$ cat config.mk
export PLATFORM = sky130hd
export DESIGN_NAME = ft601_245_bus_sched
export DESIGN_NICKNAME = d
export VERILOG_FILES = /design/src/rtl/ft601_pkg.sv /design/src/rtl/ft601_245_bus_sched.sv
export SDC_FILE = /design/constraint.sdc
export NUM_CORES = 1
export LEC_CHECK = 0
export CAP_MARGIN = 20
export CORE_ASPECT_RATIO = 1.4
export CORE_MARGIN = 2
export CORE_UTILIZATION = 40
export CTS_CLUSTER_SIZE = 30
export DETAILED_ROUTE_END_ITERATION = 10
export PLACE_DENSITY = 0.85
export SLEW_MARGIN = 5
export SYNTH_ARGS = -nofsm -noshare
export SYNTH_HDL_FRONTEND = slang
export SYNTH_SLANG_ARGS = --single-unit
$ cat constraint.sdc
create_clock -name CLK -period 2.5 [get_ports CLK]
set_input_delay 0.75 -clock CLK [delete_from_list [all_inputs] [get_ports CLK]]
set_output_delay 0.75 -clock CLK [all_outputs]
set_load 0.01 [all_outputs]
$ cat src/rtl/ft601_pkg.sv
// Shared types and defaults for the FT601 245-mode bus scheduler.
package ft601_pkg;

    // Default bus geometry of the FT601 in 32-bit mode
    localparam int WIDTH_DATA_DEF = 32;
    localparam int CNT_BE_DEF     = WIDTH_DATA_DEF / 8;

    // Scheduler states
    typedef enum logic [2:0] {
        IDLE    = 3'd0,
        RD_OE   = 3'd1,
        RD_DATA = 3'd2,
        WR_DATA = 3'd3,
        TURN    = 3'd4
    } state_t;

    // Direction of the most recent burst, used for fair alternation
    typedef enum logic {
        DIR_RD = 1'b0,
        DIR_WR = 1'b1
    } dir_t;

endpackage

$ cat src/rtl/ft601_245_bus_sched.sv
// Master-side scheduler for the FT601 245 FIFO bus: arbitrates the shared
// half-duplex bus between host reads and host writes, drives the strobes,
// inserts a turnaround cycle between directions and caps burst length.
module ft601_245_bus_sched
    import ft601_pkg::*;
#(
    parameter int WIDTH_DATA = WIDTH_DATA_DEF,
    parameter int CNT_BE     = CNT_BE_DEF,
    parameter int MAX_BURST  = 256
) (
    input  logic                  CLK,
    input  logic                  RST,
    input  logic                  RXF_N,
    input  logic                  TXE_N,
    input  logic [WIDTH_DATA-1:0] DATA_IN,
    input  logic [CNT_BE-1:0]     BE_IN,
    output logic [WIDTH_DATA-1:0] DATA_OUT,
    output logic [CNT_BE-1:0]     BE_OUT,
    output logic                  DATA_OE,
    output logic                  WR_N,
    output logic                  RD_N,
    output logic                  OE_N,
    output logic                  SIWU_N,
    input  logic                  tx_valid,
    input  logic [WIDTH_DATA-1:0] tx_data,
    input  logic [CNT_BE-1:0]     tx_be,
    output logic                  tx_pop,
    input  logic                  rx_afull,
    output logic                  rx_valid,
    output logic [WIDTH_DATA-1:0] rx_data,
    output logic [CNT_BE-1:0]     rx_be,
    output logic                  busy,
    output logic                  rx_ovf
);

    localparam int BURST_W = $clog2(MAX_BURST);

    state_t             state;
    dir_t               last_dir;
    logic [BURST_W-1:0] cnt;
    logic [2:0]         afull_run;
    logic               rd_n_q;
    logic               oe_n_q;
    logic               data_oe_q;

    logic pend_rd;
    logic pend_wr;
    logic wr_active;
    logic capture;
    logic cnt_last;

    assign pend_rd   = !RXF_N && !rx_afull;
    assign pend_wr   = !TXE_N && tx_valid;
    // The write strobe follows the FIFO flag directly so a word is never
    // strobed unless it is really there; reset suppresses it immediately.
    assign wr_active = (state == WR_DATA) && tx_valid && !RST;
    assign capture   = (state == RD_DATA) && !rd_n_q && !RXF_N;
    assign cnt_last  = (cnt == BURST_W'(MAX_BURST - 1));

    assign WR_N     = !wr_active;
    assign tx_pop   = wr_active && !TXE_N;
    assign DATA_OUT = tx_data;
    assign BE_OUT   = tx_be;
    assign DATA_OE  = data_oe_q;
    assign RD_N     = rd_n_q;
    assign OE_N     = oe_n_q;
    assign SIWU_N   = 1'b1;
    assign busy     = (state != IDLE);

    // Bus state machine with registered strobes, burst counter and RX capture
    always_ff @(posedge CLK) begin
        if (RST) begin
            state     <= IDLE;
            last_dir  <= DIR_WR;
            cnt       <= '0;
            afull_run <= '0;
            rd_n_q    <= 1'b1;
            oe_n_q    <= 1'b1;
            data_oe_q <= 1'b0;
            rx_valid  <= 1'b0;
            rx_data   <= '0;
            rx_be     <= '0;
            rx_ovf    <= 1'b0;
        end else begin
            rx_valid <= 1'b0;
            if (capture) begin
                rx_valid <= 1'b1;
                rx_data  <= DATA_IN;
                rx_be    <= BE_IN;
            end

            if ((state == RD_OE || state == RD_DATA) && rx_afull) begin
                if (afull_run != 3'd4) begin
                    afull_run <= afull_run + 3'd1;
                end
            end else begin
                afull_run <= '0;
            end
            if (capture && rx_afull && (afull_run >= 3'd3)) begin
                rx_ovf <= 1'b1;
            end

            case (state)
                IDLE: begin
                    if (pend_rd && (!pend_wr || last_dir == DIR_WR)) begin
                        state    <= RD_OE;
                        oe_n_q   <= 1'b0;
                        last_dir <= DIR_RD;
                        cnt      <= '0;
                    end else if (pend_wr) begin
                        state     <= WR_DATA;
                        data_oe_q <= 1'b1;
                        last_dir  <= DIR_WR;
                        cnt       <= '0;
                    end
                end
                RD_OE: begin
                    state  <= RD_DATA;
                    rd_n_q <= 1'b0;
                end
                RD_DATA: begin
                    if (capture && !cnt_last) begin
                        cnt <= cnt + BURST_W'(1);
                    end
                    if (RXF_N || rx_afull || (capture && cnt_last)) begin
                        state  <= TURN;
                        rd_n_q <= 1'b1;
                        oe_n_q <= 1'b1;
                    end
                end
                WR_DATA: begin
                    if (tx_pop && !cnt_last) begin
                        cnt <= cnt + BURST_W'(1);
                    end
                    if (TXE_N || !tx_valid || (tx_pop && cnt_last)) begin
                        state     <= TURN;
                        data_oe_q <= 1'b0;
                    end
                end
                TURN: begin
                    state <= IDLE;
                end
                default: begin
                    state     <= IDLE;
                    rd_n_q    <= 1'b1;
                    oe_n_q    <= 1'b1;
                    data_oe_q <= 1'b0;
                end
            endcase
        end
    end

endmodule

Word-level counts from Yosys, hierarchy flattened --
Index checks and enable logic that the tools add are counted.
Word-level totals: input port bits 78, memories kept 0, flip-flop bits (word level) 56, output and inout port bits 81, latch bits 0, memory bits (writable) 0, bits in read-only memories 0
Cells by class: multipliers 0, magnitude comparators 1, div/mod/pow operators 0, reductions and logical operators 44, equal/unequal tests 14, add/subtract/negate cells 2, shift-type cells 0, multiplexer cells 20, bitwise logic cells 4
Operators with widths (number):
- $mux W8 | 4
- $pmux W8 S3 | 1
- $logic_and A1 B1 Y1 | 15
- $mux W3 | 4
- $pmux W3 S4 | 1
- $logic_not A1 Y1 | 9
- $pmux W1 S3 | 3
- $reduce_or A3 Y1 | 3
- $add A8 B1 Y8 const B | 1
- $eq A8 B8 Y1 const B | 1
- $ne A2 B1 Y1 const B | 4
- $reduce_and A4 Y1 | 2
- $mux W1 | 7
- $eq A3 B2 Y1 const B | 2
- $logic_or A1 B1 Y1 | 6
- $ne A2 B2 Y1 const B | 3
- $ne A3 B3 Y1 const B | 2
- $reduce_and A3 Y1 | 2
- $reduce_bool A3 Y1 | 2
- $not A1 Y1 | 4
- $reduce_and A2 Y1 | 2
- $add A3 B1 Y3 const B | 1
- $eq A3 B1 Y1 const B | 1
- $eq A3 B3 Y1 const B | 1
- 4 further kinds | 4

Longest topological paths before layout --
Gate-level depths: netlist of the first run.
depth in word-level cells 8, gate-level depth with buffers 7, mapped depth without buffers 6

Worst setup path after synthesis of the first run --
OpenSTA, ideal clock, no wires.
path kind in2out, start point in RST, end point out tx_pop, stages on the path 3, setup slack 0.170 ns, data required time 1.750 ns, arrival time 1.580 ns, cells stage by stage clkbuf_1 > clkbuf_1 > nor4_1
On the way: word-level cells in the longest chain between the ends 3
RTL lines:
- from (decl) | RTL line ft601_245_bus_sched.sv:12 | input logic RST,
- $logic_not A1 Y1 | RTL line ft601_245_bus_sched.sv:56 | assign wr_active = (state == WR_DATA) && tx_valid && !RST;
- $logic_and A1 B1 Y1 | RTL line ft601_245_bus_sched.sv:56
- $logic_and A1 B1 Y1 | RTL line ft601_245_bus_sched.sv:61 | assign tx_pop = wr_active && !TXE_N;
- to (decl) | RTL line ft601_245_bus_sched.sv:27 | output logic tx_pop,
Every way passes these cells.

Worst setup path after layout of the first run --
start point reg state[2], end point out busy
On the way: word-level cells in the longest chain between the ends 1
RTL lines:
- from (decl) | RTL line ft601_245_bus_sched.sv:38 | state_t state;
- from (signal assigned) | RTL line ft601_245_bus_sched.sv:73 | state <= IDLE;
- from (signal assigned) | RTL line ft601_245_bus_sched.sv:106 | state <= RD_OE;
- from (signal assigned) | RTL line ft601_245_bus_sched.sv:111 | state <= WR_DATA;
- $reduce_bool A3 Y1 | RTL line ft601_245_bus_sched.sv:68 | assign busy = (state != IDLE);
- to (decl) | RTL line ft601_245_bus_sched.sv:32 | output logic busy,
Every way passes these cells.

==> metrics.md, run 1 <==
| Metric | Value |
|---|---|
| Hold Crit Start | rx_data[8] |
| R2R Path Start | state[1] |
| Drt first pass iters | 4 |
| RSZ-0062 raised after global routing | false |
| Placer congestion estimate | 0.855 |
| Commonest non-fill, non-tap cells in the layout | nand2_1, clkdlybuf4s50_1, dfxtp_1 |
| Routed Antenna Nets | 0 |
| Postcts setup bufs | 0 |
| Mapped Nets | slightly above 400 |
| #FFs+latches synth | 56 |
| CTS tree | yes |
| Final net count | 457 |
| Register area share after synthesis | between 40 and 50% |
| Commonest non-fill, non-tap cell in the layout | nand2_1 |
| Drt drc | 0 |
| Number of port buffers | 85 |
| Total power | 0.00168 W |
| Final Cell Area | 3400 um^2 |
| P per Cell Area | 495 nW/um^2 |
| Maximum VDD drop | 0.000257 V |
| Clock transition at path regs | 0.10 ns |
| Final Cycle Share | 97.7% |
| Leakage | 1.18 nW |
| Worst hold path class | reg2reg |
| Cell count after synthesis | 325 |
| Required time worst endpoint | 1.75 ns |
| Inst Count DP | 440 |
| Dpl cell area | 3310 um^2 |
| Setup tns final | 0 ns |
| DR iter-0 viols | 210 |
| Die Wd | 72.4 um |
| CP max FO | 10 |
| EDFF count, synth | 0 |
| Vias | 2,419 |
| Initial antenna violation count | 0 |
| Fillers | 586 |
| Register area | roughly 1100 um^2 |
| Max H-tree Level | 2 |
| Final max-slew violation count | 0 |
| Asr flop ratio synth | 0% |
| Final worst path period need | around 2.4 ns |
| Setup crit end kind | output port |
| Ant diodes | 0 |
| Non-filler cells, final | 448 |
| Crit path kind | reg2out |
| Run status | complete, no violations |
| Count of final setup violators | 0 |
| Multi-input logic area | 1120 um^2 |
| Number of buffers created by CTS | 5 |
| Routed wire length | between 6000 and 7000 um |
| Post-Syn Area | 2620 um^2 |
| Setup crit start | state[2] |
| GRT Total Usage | 18.4% |
| First-pass GRT wire length | 10,700 um |
| Vias in the first global route | 2,274 |
| Row count | 34 |
| DPL Wire Length | around 5000 um |
| Grt ovf | 0 |
| Fin. Hold Viols | 0 |
| WHS | 0.458 ns |
| Number of top-level pins | 159 |
| Initial Utilization | around two fifths |
| Via/cell ratio | 5.40 |
| Synthesis-to-finish area growth | 29.9% |
| Synth Warn # | 0 |
| Max Cap Viol | 0 |
| Clock latency on the worst-skew pair | 0.30 ns |
| Post-synth cell types | 47 |
| Clk buf depth | 2 |
| Clock root buffer | clkbuf_8 |
| Chip Height | 99.7 um |
| Ys flop type | dfxtp_1 |
| Max Clk Rate | 0.410 GHz |
| Clock sinks | 56 |
| Number of hold buffers added after cts | 0 |
| Crit path DAT | 1.69 ns |
| Layout cells sized above 1 | 7.18% |
| Worst setup SP type | flop |
| Clk_skew | 0.00402 ns |
| Avg WL per Cell | 15.0 um |
| Die Footprint | 7220 um^2 |
| Largest net degree at the start of global routing | 38 |
| Core Area | about 6300 um^2 |
| Syn Area/Cell | approximately 8.1 um^2 |
-- cells in the mapped netlist, types with 2 or more instances --
master     count  area, um^2
o31ai_1        2        15.0
nor3_1         2        10.0
a21oi_1       42         210
nor2b_1        4        25.0
nand2_1       84         315
dfxtp_1       56        1120
a32oi_1        2        17.5
nor4_1         2        12.5
nand2b_1       3        18.8
o41ai_1        3        26.3
buf_4         37         278
o2111ai_1      5        43.8
nand3_1        6        30.0
buf_2          7        35.0
ha_1           4        50.1
nand4_1        2        12.5
o21ai_0        7        35.0
clkbuf_1       9        33.8
o22ai_1        4        25.0
or4_1          2        15.0
inv_1          4        15.0
and3_1         2        12.5
and2_1         2        12.5
nor2_1        11        41.3
-- where the power goes --
part           switching [W]  leakage [nW]  internal, W
Combinational       0.000117         0.675     0.000138
Clock               0.000305        0.0485     0.000202
Sequential         0.0000145         0.452     0.000908
Total               0.000436          1.18      0.00125
-- logic make-up after synthesis --
group,synth area share (%)
AOI/OAI and AO/OA,17.9
xor gates and xnor gates,0.669
adders and majority gates,1.91
buffers and inverters,14.5
DFF,42.8
muxes,0.382
other,0.143
and+or+nand+nor,21.7
-- cell type report --
cell class | instances | share of cell area, %
flip-flops and latches | 56 | 33.0
clock buffers | 5 | 2.02
multi-input cells | 209 | 32.8
well taps | 72 | 2.65
clock inverters | 3 | 0.662
inverters | 5 | 0.552
repair buffers | 98 | 28.3
-- stage by stage --
| step | util [%] | setup slack [ns] |
|---|---|---|
| final | 54.4 | 0.0585 |
| after global routing | 54.4 | 0.00228 |
| after global placement | 53.0 | -0.319 |
| after CTS | 54.4 | 0.0474 |
| after detailed placement | 53.0 | -0.343 |
| after floorplan | - | 0.170 |
-- critical path, cell delays in order, from the launching register on --
cell and delay, ns:
dfxtp_1 0.32, buf_4 0.16, or3_1 0.40, clkdlybuf4s50_1 0.52
-- worst paths after layout --
kind | slack (ns) | cells past startpoint | end
max | 0.06 | 3 | busy
min | 0.46 | 2 | rx_data[8]
max reg2reg | 0.77 | 5 | cnt[4]
min reg2reg | 0.46 | 2 | rx_data[8]
-- what timing repair did --
item | 4_1_cts | 5_1_grt
setup endpoints to repair | 2 | 1
pin swaps | 0 | 0
gates resized for setup | 6 | 1
-- per-layer routing --
layer  vias up  global-route usage, %  part of all wire, %
met1      1117                   19.1                   37
met4         0                   7.98                  3.5
met3        28                   6.28                   11
li1       1166                      -                    -
met2       108                   32.8                   49
met5         -                      0                    0
-- sequential cells by signal, indices dropped and copies added, names as in the netlist --
name	cells
state	3
last_dir	1
RD_N	1
rx_data	32
DATA_OE	1
OE_N	1
cnt	8
rx_valid	1
afull_run	3
rx_be	4
rx_ovf	1
(Power assumes the default switching activity.)
==> inputs of run 2 (changes only) <==
--- a/config.mk
+++ b/config.mk
@@ -5,10 +5,11 @@
 export SDC_FILE = /design/constraint.sdc
 export NUM_CORES = 1
 export LEC_CHECK = 0
-export CAP_MARGIN = 20
+export CAP_MARGIN = 10
 export CORE_ASPECT_RATIO = 1.4
 export CORE_MARGIN = 2
 export CORE_UTILIZATION = 40
+export CTS_CLUSTER_DIAMETER = 80
 export CTS_CLUSTER_SIZE = 30
 export DETAILED_ROUTE_END_ITERATION = 10
 export PLACE_DENSITY = 0.85
==> results of run 2 <==
Same layout as run 1: the final DEF is identical, and so are final timing and power.
